--- src/rtl/switch_debounce_events.sv ---
// Push-button conditioning: two-flop synchroniser, per-switch debounce and
// one-cycle press / release / long-press pulses. Every output is a flop.
module switch_debounce_events #(
  parameter int NUM_SWITCHES      = 4,
  parameter int DEBOUNCE_CYCLES   = 250000,
  parameter int LONG_PRESS_CYCLES = 25000000
) (
  input  logic                    i_Clk,
  input  logic                    i_Rst_L,
  input  logic [NUM_SWITCHES-1:0] i_Switch,
  output logic [NUM_SWITCHES-1:0] o_Switch_Level,
  output logic [NUM_SWITCHES-1:0] o_Press_Pulse,
  output logic [NUM_SWITCHES-1:0] o_Release_Pulse,
  output logic [NUM_SWITCHES-1:0] o_Long_Press_Pulse
);

  localparam int DW = $clog2(DEBOUNCE_CYCLES + 1);
  localparam int HW = $clog2(LONG_PRESS_CYCLES + 1);
  localparam logic [DW-1:0] DEB_LAST = DW'(DEBOUNCE_CYCLES - 1);
  localparam logic [HW-1:0] HOLD_MAX = HW'(LONG_PRESS_CYCLES);

  logic [NUM_SWITCHES-1:0]         sync1_q, sync1_d;
  logic [NUM_SWITCHES-1:0]         sync2_q, sync2_d;
  logic [NUM_SWITCHES-1:0]         level_q, level_d;
  logic [NUM_SWITCHES-1:0]         press_q, press_d;
  logic [NUM_SWITCHES-1:0]         release_q, release_d;
  logic [NUM_SWITCHES-1:0]         long_q, long_d;
  logic [NUM_SWITCHES-1:0][DW-1:0] deb_cnt_q, deb_cnt_d;
  logic [NUM_SWITCHES-1:0][HW-1:0] hold_cnt_q, hold_cnt_d;

  always_comb begin
    sync1_d    = i_Switch;
    sync2_d    = sync1_q;
    level_d    = level_q;
    press_d    = '0;
    release_d  = '0;
    long_d     = '0;
    deb_cnt_d  = '0;
    hold_cnt_d = '0;
    for (int i = 0; i < NUM_SWITCHES; i++) begin
      // A single matching sample leaves the counter at its cleared default.
      if (sync2_q[i] != level_q[i]) begin
        if (deb_cnt_q[i] == DEB_LAST) begin
          level_d[i]   = ~level_q[i];
          press_d[i]   = ~level_q[i];
          release_d[i] = level_q[i];
        end else begin
          deb_cnt_d[i] = deb_cnt_q[i] + DW'(1);
        end
      end
      // Counting only while the level stays high keeps long-press and
      // release from ever landing in the same cycle.
      if (level_q[i] && level_d[i]) begin
        if (hold_cnt_q[i] != HOLD_MAX) begin
          hold_cnt_d[i] = hold_cnt_q[i] + HW'(1);
          long_d[i]     = (hold_cnt_q[i] == HOLD_MAX - HW'(1));
        end else begin
          hold_cnt_d[i] = hold_cnt_q[i];
        end
      end
    end
  end

  always_ff @(posedge i_Clk or negedge i_Rst_L) begin
    if (!i_Rst_L) begin
      sync1_q    <= '0;
      sync2_q    <= '0;
      level_q    <= '0;
      press_q    <= '0;
      release_q  <= '0;
      long_q     <= '0;
      deb_cnt_q  <= '0;
      hold_cnt_q <= '0;
    end else begin
      sync1_q    <= sync1_d;
      sync2_q    <= sync2_d;
      level_q    <= level_d;
      press_q    <= press_d;
      release_q  <= release_d;
      long_q     <= long_d;
      deb_cnt_q  <= deb_cnt_d;
      hold_cnt_q <= hold_cnt_d;
    end
  end

  assign o_Switch_Level     = level_q;
  assign o_Press_Pulse      = press_q;
  assign o_Release_Pulse    = release_q;
  assign o_Long_Press_Pulse = long_q;

endmodule

--- config.mk ---
export PLATFORM = sky130hd
export DESIGN_NAME = switch_debounce_events
export DESIGN_NICKNAME = d
export VERILOG_FILES = /design/src/rtl/switch_debounce_events.sv
export SDC_FILE = /design/constraint.sdc
export NUM_CORES = 1
export LEC_CHECK = 0
export CORE_MARGIN = 4
export CORE_UTILIZATION = 36
export DETAILED_ROUTE_END_ITERATION = 16
export PLACE_DENSITY = 0.51
export SYNTH_ARGS = -nofsm -noshare
export SYNTH_HDL_FRONTEND = slang
export SYNTH_SLANG_ARGS = --single-unit
--- constraint.sdc ---
create_clock -name i_Clk -period 2.9 [get_ports i_Clk]
set_input_delay 0.29 -clock i_Clk [delete_from_list [all_inputs] [get_ports i_Clk]]
set_output_delay 0.29 -clock i_Clk [all_outputs]
set_load 0.02 [all_outputs]
==> impl_metrics.env, run 1 <==
export IMPL_post_route_period_util=0.7669
export IMPL_syn_num_nets=1034
export IMPL_grt_antenna_before_repair=0
export IMPL_fmaxAchievable_mhz=449.6
export IMPL_hpwlAfterDp_mm=13.69
export IMPL_port_buffers=21
export IMPL_synth_top_area_frac=0.4951
export IMPL_n_fill_cell=2637
export IMPL_rsz0062_at_grt="false"
export IMPL_tns_ps=0
export IMPL_slowest_stage="or4_1"
export IMPL_clockPowerShare=0.458
export IMPL_grt_pass1_wl_mm=36.46
export IMPL_clk_latency_ps=450
export IMPL_setup_viol=0
export IMPL_fp_dieW_um=173.9
export IMPL_yosys_warnings=0
export IMPL_vias_per_cell=5.428
export IMPL_initial_core_util=0.3665
export IMPL_seq_area_um2=4905
export IMPL_gp_congestion=0.7700
export IMPL_ctsResizeCount=0
export IMPL_r2r_slack_ps=680
export IMPL_place_area_um2=10540
export IMPL_drt_iter0_drc=419
export IMPL_n_antenna_cell=0
export IMPL_grt_pass1_vias=7359
export IMPL_dr_pass1_iters=5
export IMPL_cts_sinks=196
export IMPL_drv_cap=0
export IMPL_cp_arrival_ps=2580
export IMPL_overflow=0
export IMPL_synth_common_cells="dfrtp_1 (196), nor2_1 (109), a21oi_1 (67), nand3_1 (63), xor2_1 (59)"
export IMPL_fp_row_count=60
export IMPL_wire_per_inst_um=14.83
export IMPL_slew_violations=0
export IMPL_vias=7539
export IMPL_synth_area_leaders="dfrtp_1 (50%), xor2_1 (5.2%), nor2_1 (4.1%)"
export IMPL_core_area_um2=27030
export IMPL_power_frac_comb=0.022
export IMPL_cts_inserted_buffers=17
export IMPL_layoutNonFillerInstCount=1389
export IMPL_slew_headroom=0.4705
export IMPL_outcome="complete, no violations"
export IMPL_worstSetupStartpointType="flop"
export IMPL_stdcell_area_um2=11170
export IMPL_ys_seq_elements=196
export IMPL_dp_cells=1356
export IMPL_clk_pin_slew_ps=80
export IMPL_synth_cell_area_um2=9906
export IMPL_cts_tree="built"
export IMPL_postCtsHoldBufs=1
export IMPL_switching_power_uw=1295
export IMPL_crit_path_end_kind="flop"
export IMPL_path_cells="ha_1 -> nand3_2 -> or4_1 -> or4_1 -> a21oi_1"
export IMPL_intPower_uw=4031
export IMPL_hold_violations=0
export IMPL_drc=0
export IMPL_async_reset_ff_frac=1.000
export IMPL_synth_edf_count=0
export IMPL_wl_mm=20.61
export IMPL_ys_flop_type="dfrtp_1"
export IMPL_grt_max_degree=61
export IMPL_drive_gt1_frac=0.06107
export IMPL_clk_path_buf_depth=2
export IMPL_die_area_um2=30230
export IMPL_grt_use_total=0.1419
export IMPL_required_ps=3260
export IMPL_postSynthAreaPerCell_um2=9.750
export IMPL_fin_nets=1053
export IMPL_ant_nets=0
export IMPL_syn_to_final_growth_pct=12.76
export IMPL_switching_share=0.2431
export IMPL_synth_yosys_seq_area_share=0.4951
export IMPL_p_leak_uw=0.004125
export IMPL_ir_drop_mv=0.3676
export IMPL_chipHeight_um=173.9
export IMPL_critPathKind="flop to flop"
export IMPL_synthCells=1016
export IMPL_crit_top_cell="or4_1"
export IMPL_cts_htree_levels=4
export IMPL_p_per_area_nw_per_um2=476.8
export IMPL_cts_setup_buffers=0
export IMPL_num_io_pins=22
export IMPL_pwr_share_seq=0.520
export IMPL_critPathMaxFanout=10
export IMPL_synth_cell_types=46
export IMPL_cts_root_buf="clkbuf_16"
export IMPL_worstMarginPinSlew_ps=787.0
export IMPL_min_path_type="input pin to flop"
export IMPL_skew_ps=17.09
export IMPL_multi_input_area_um2=4775
export IMPL_synth_most_common_cell="dfrtp_1"
export IMPL_slowest_delay_ps=680
export IMPL_min_period_ps=2224
export IMPL_yosys_area_top_type="dfrtp_1"
==> layout by cell type (no fill, tap or decap), drive strengths merged, types with 10 or more instances in the layout <==
cell type / count
a21oi: 67
and3: 19
and4: 29
buf: 13
clkbuf: 18
clkdlybuf4s50: 20
dfrtp: 196
ha: 12
inv: 34
nand2: 57
nand3: 65
nand4: 53
nor2: 109
nor3: 15
nor3b: 10
nor4: 21
nor4b: 10
o21ai: 33
o31ai: 36
or3: 33
or4: 40
xnor2: 38
xor2: 59
==> final cells by class <==
type / instances / area share
Sequential cell: 196 / 0.4391
Timing Repair Buffer: 35 / 0.03103
Tap cell: 341 / 0.03820
Clock inverter: 15 / 0.01703
Inverter: 27 / 0.009074
Multi-Input combinational cell: 758 / 0.4275
Clock buffer: 17 / 0.03809
==> power by group through the flow <==
stage | logic [uW] | clock network, uW | registers [uW]
detailed placement | 122 | 0 | 2820
global placement | 123 | 0 | 2820
floorplan | 33.2 | 0 | 2820
global route | 138 | 2650 | 2770
finish | 116 | 2440 | 2770
CTS | 124 | 2540 | 2770
==> metrics by stage <==
stage / hold WS (ps) / worst slack, ps / power, uW / util
final: 288.1 / 676.0 / 5326 / 0.4133
after global routing: 261.3 / 519.5 / 5562 / 0.4133
after CTS: 264.8 / 678.7 / 5434 / 0.4133
after detailed placement: 308.9 / 690.0 / 2947 / 0.3901
after global placement: 311.8 / 704.7 / 2948 / 0.3901
after floorplan: -5.591 / 813.3 / 2852 / -
==> layer usage <==
layer | share of wire | vias up | track usage
met4 | 0.0096 | 0 | 0.03563
met5 | 0 | - | 0
met1 | 0.50 | 3685 | 0.2008
met2 | 0.47 | 60 | 0.2261
li1 | - | 3783 | -
met3 | 0.022 | 11 | 0.02617
==> cell families after synthesis <==
kind of cell	share of synthesized area
and+or+nand+nor	0.2841
DFF	0.4951
AOI/OAI and AO/OA	0.08968
xor gates and xnor gates	0.08577
buffers and inverters	0.02564
adders and majority gates	0.01516
muxes	0.004547
==> state kept, by name (all words and copies together), names as in the netlist <==
name and cells:
hold_cnt_q 100, sync2_q 4, o_Switch_Level 4, sync1_q 4, o_Release_Pulse 4, deb_cnt_q 72
o_Press_Pulse 4, o_Long_Press_Pulse 4
==> worst paths after layout <==
kind                                start                 end  depth (start not counted)
max in group asynchronous         i_Rst_L      hold_cnt_q[84]                          3
min                           i_Switch[0]          sync1_q[0]                          1
min in group asynchronous         i_Rst_L  o_Release_Pulse[2]                          2
max                        hold_cnt_q[51]      hold_cnt_q[72]                          5
min reg2reg                    sync1_q[0]          sync2_q[0]                          0
max reg2reg                hold_cnt_q[51]      hold_cnt_q[72]                          5
==> worst max-delay path: cells and delay by family, from the launching register on <==
kind            cells  cell delay, ps
compound gates      1             150
fa+ha+maj           1             210
flops               1             410
simple gates        3            1360
Note: power is estimated with default switching activity, not from simulation.
==> run 2, diff against run 1 <==
--- a/config.mk
+++ b/config.mk
@@ -8,7 +8,7 @@
 export CORE_MARGIN = 4
 export CORE_UTILIZATION = 36
 export DETAILED_ROUTE_END_ITERATION = 16
-export PLACE_DENSITY = 0.51
+export PLACE_DENSITY = 0.53
 export SYNTH_ARGS = -nofsm -noshare
 export SYNTH_HDL_FRONTEND = slang
 export SYNTH_SLANG_ARGS = --single-unit
==> constraint.sdc (replaced) <==
create_clock -name i_Clk -period 1.95 [get_ports i_Clk]
set_input_delay 0.195 -clock i_Clk [delete_from_list [all_inputs] [get_ports i_Clk]]
set_output_delay 0.195 -clock i_Clk [all_outputs]
set_load 0.02 [all_outputs]
==> impl_metrics.env, run 2 (synthesis gave the netlist of run 1 again) <==
export IMPL_outcome="finished, violations left"
export IMPL_failed_checks="negative setup slack"
export IMPL_fin_nets=1145
export IMPL_grt_use_total=0.1437
export IMPL_slowest_stage="or4_1"
export IMPL_die_area_um2=30230
export IMPL_min_period_ps=2033
export IMPL_slew_violations=0
export IMPL_hold_violations=0
export IMPL_grt_pass1_vias=7725
export IMPL_cts_sinks=196
export IMPL_vias=7886
export IMPL_setup_viol=27
export IMPL_min_path_type="input pin to flop"
export IMPL_num_io_pins=22
export IMPL_place_area_um2=11270
export IMPL_syn_to_final_growth_pct=21.13
export IMPL_clk_latency_ps=440
export IMPL_wire_per_inst_um=14.27
export IMPL_core_area_um2=27030
export IMPL_slew_headroom=0.6594
export IMPL_required_ps=2270
export IMPL_drv_cap=0
export IMPL_crit_path_end_kind="flop"
export IMPL_cts_htree_levels=4
export IMPL_clk_pin_slew_ps=80
export IMPL_vias_per_cell=5.325
export IMPL_critPathMaxFanout=4
export IMPL_cts_tree="built"
export IMPL_overflow=0
export IMPL_layoutNonFillerInstCount=1481
export IMPL_skew_ps=15.04
export IMPL_slowest_delay_ps=520
export IMPL_cp_arrival_ps=2350
export IMPL_n_antenna_cell=0
export IMPL_drc=0
export IMPL_path_cells="or4_1 -> or4_4 -> or2_4 -> mux2_2"
export IMPL_fmaxAchievable_mhz=492.0
export IMPL_power_uw=7946
export IMPL_grt_pass1_wl_mm=37.21
export IMPL_layout_common_cells="dfrtp_1 (196), nor2_1 (109), buf_4 (98)"
export IMPL_ir_drop_mv=0.5587
export IMPL_largest_reg_flops=100
export IMPL_grt_max_degree=62
export IMPL_chipHeight_um=173.9
export IMPL_ant_nets=0
export IMPL_final_setup_worst_slack_ps=-82.64
export IMPL_initial_core_util=0.3665
export IMPL_drt_iter0_drc=426
export IMPL_fp_row_count=60
export IMPL_layout_cells_most_common="dfrtp_1"
export IMPL_hpwlAfterDp_mm=14.51
export IMPL_dp_cells=1445
export IMPL_post_route_period_util=1.042
export IMPL_worstSetupStartpointType="flop"
export IMPL_gp_congestion=0.7855
export IMPL_top_regs="hold_cnt_q x100, deb_cnt_q x72"
export IMPL_p_leak_uw=0.004641
export IMPL_port_buffers=21
export IMPL_cts_root_buf="clkbuf_16"
export IMPL_rsz0062_at_grt="true"
export IMPL_regMostFlops="hold_cnt_q"
export IMPL_stdcell_area_um2=12000
export IMPL_wl_mm=21.14
export IMPL_cts_inserted_buffers=17
export IMPL_utilization=0.4440
export IMPL_dr_pass1_iters=5
export IMPL_dp_slack_ps=-82.58
export IMPL_cp_top_family="simple AND/OR/NAND/NOR gates"
export IMPL_grt_antenna_before_repair=0
export IMPL_critPathBufInv=0
export IMPL_clk_path_buf_depth=2
export IMPL_drive_gt1_frac=0.1491
export IMPL_fp_dieW_um=173.9
export IMPL_p_per_area_nw_per_um2=662.2
export IMPL_worstMarginPinSlew_ps=510.9
export IMPL_critPathKind="flop to flop"
export IMPL_n_fill_cell=2567
[run 2: cell count changes in the layout (fill, tap and decap cells not counted), moves of 3 or more]
cell,change
buf_12,+4
nor4b_2,+3
nor4b_1,-3
inv_8,+4
buf_4,+87
[run 2: what timing repair did]
action | in CTS | in global routing
cloned | 0 | 1
hold buffers | 1 | 0
endpoints found under the hold margin | 54 | 0
buffers inserted | 0 | 2
gates resized for setup | 2 | 12
pin swaps | 0 | 2
setup endpoints to repair | 30 | 55
[run 2: power by group]
part           total (uW)  switching, uW  internal, uW
Clock                3630           1780          1860
Sequential           4120           30.7          4090
Combinational         192            127          65.3
[run 2: layout make-up]
type	count	area [um^2]	area share
sequential	196	4905	0.4088
inverter	27	101.3	0.008446
tap	341	426.7	0.03556
clock buffer	17	425.4	0.03545
clock inverter	15	181.4	0.01512
timing repair buffer	127	1105	0.09208
multi-input combinational	758	4855	0.4046
[run 2: layer usage]
layer  GRT usage  part of all wire  up-vias  routed length, um
met5           0                 0        -                  0
met3     0.02966             0.024       10                501
met1      0.1995              0.50     3858              10660
met4     0.03794            0.0091        0                193
li1            -                 -     3962                  -
met2      0.2305              0.46       56               9782
[run 2: worst paths after layout]
check	startpoint	to	slack, ps	cells past startpoint
min in group asynchronous	i_Rst_L	deb_cnt_q[37]	290	2
worst min register to register	sync1_q[2]	sync2_q[2]	350	0
worst max-delay path	deb_cnt_q[65]	o_Switch_Level[3]	-80	4
worst max register to register	deb_cnt_q[65]	o_Switch_Level[3]	-80	4
worst min-delay path	i_Switch[1]	sync1_q[1]	190	1
max in group asynchronous	i_Rst_L	hold_cnt_q[95]	1010	3
[run 2: metrics by stage]
| stage | hold WS (ps) | setup TNS (ps) |
|---|---|---|
| final | 191.6 | -889.1 |
| after global routing | 177.7 | -2300 |
| after CTS | 163.9 | -1087 |
| after detailed placement | 223.0 | -583.0 |
| after global placement | 224.8 | -104.8 |
| after floorplan | -100.6 | -2459 |
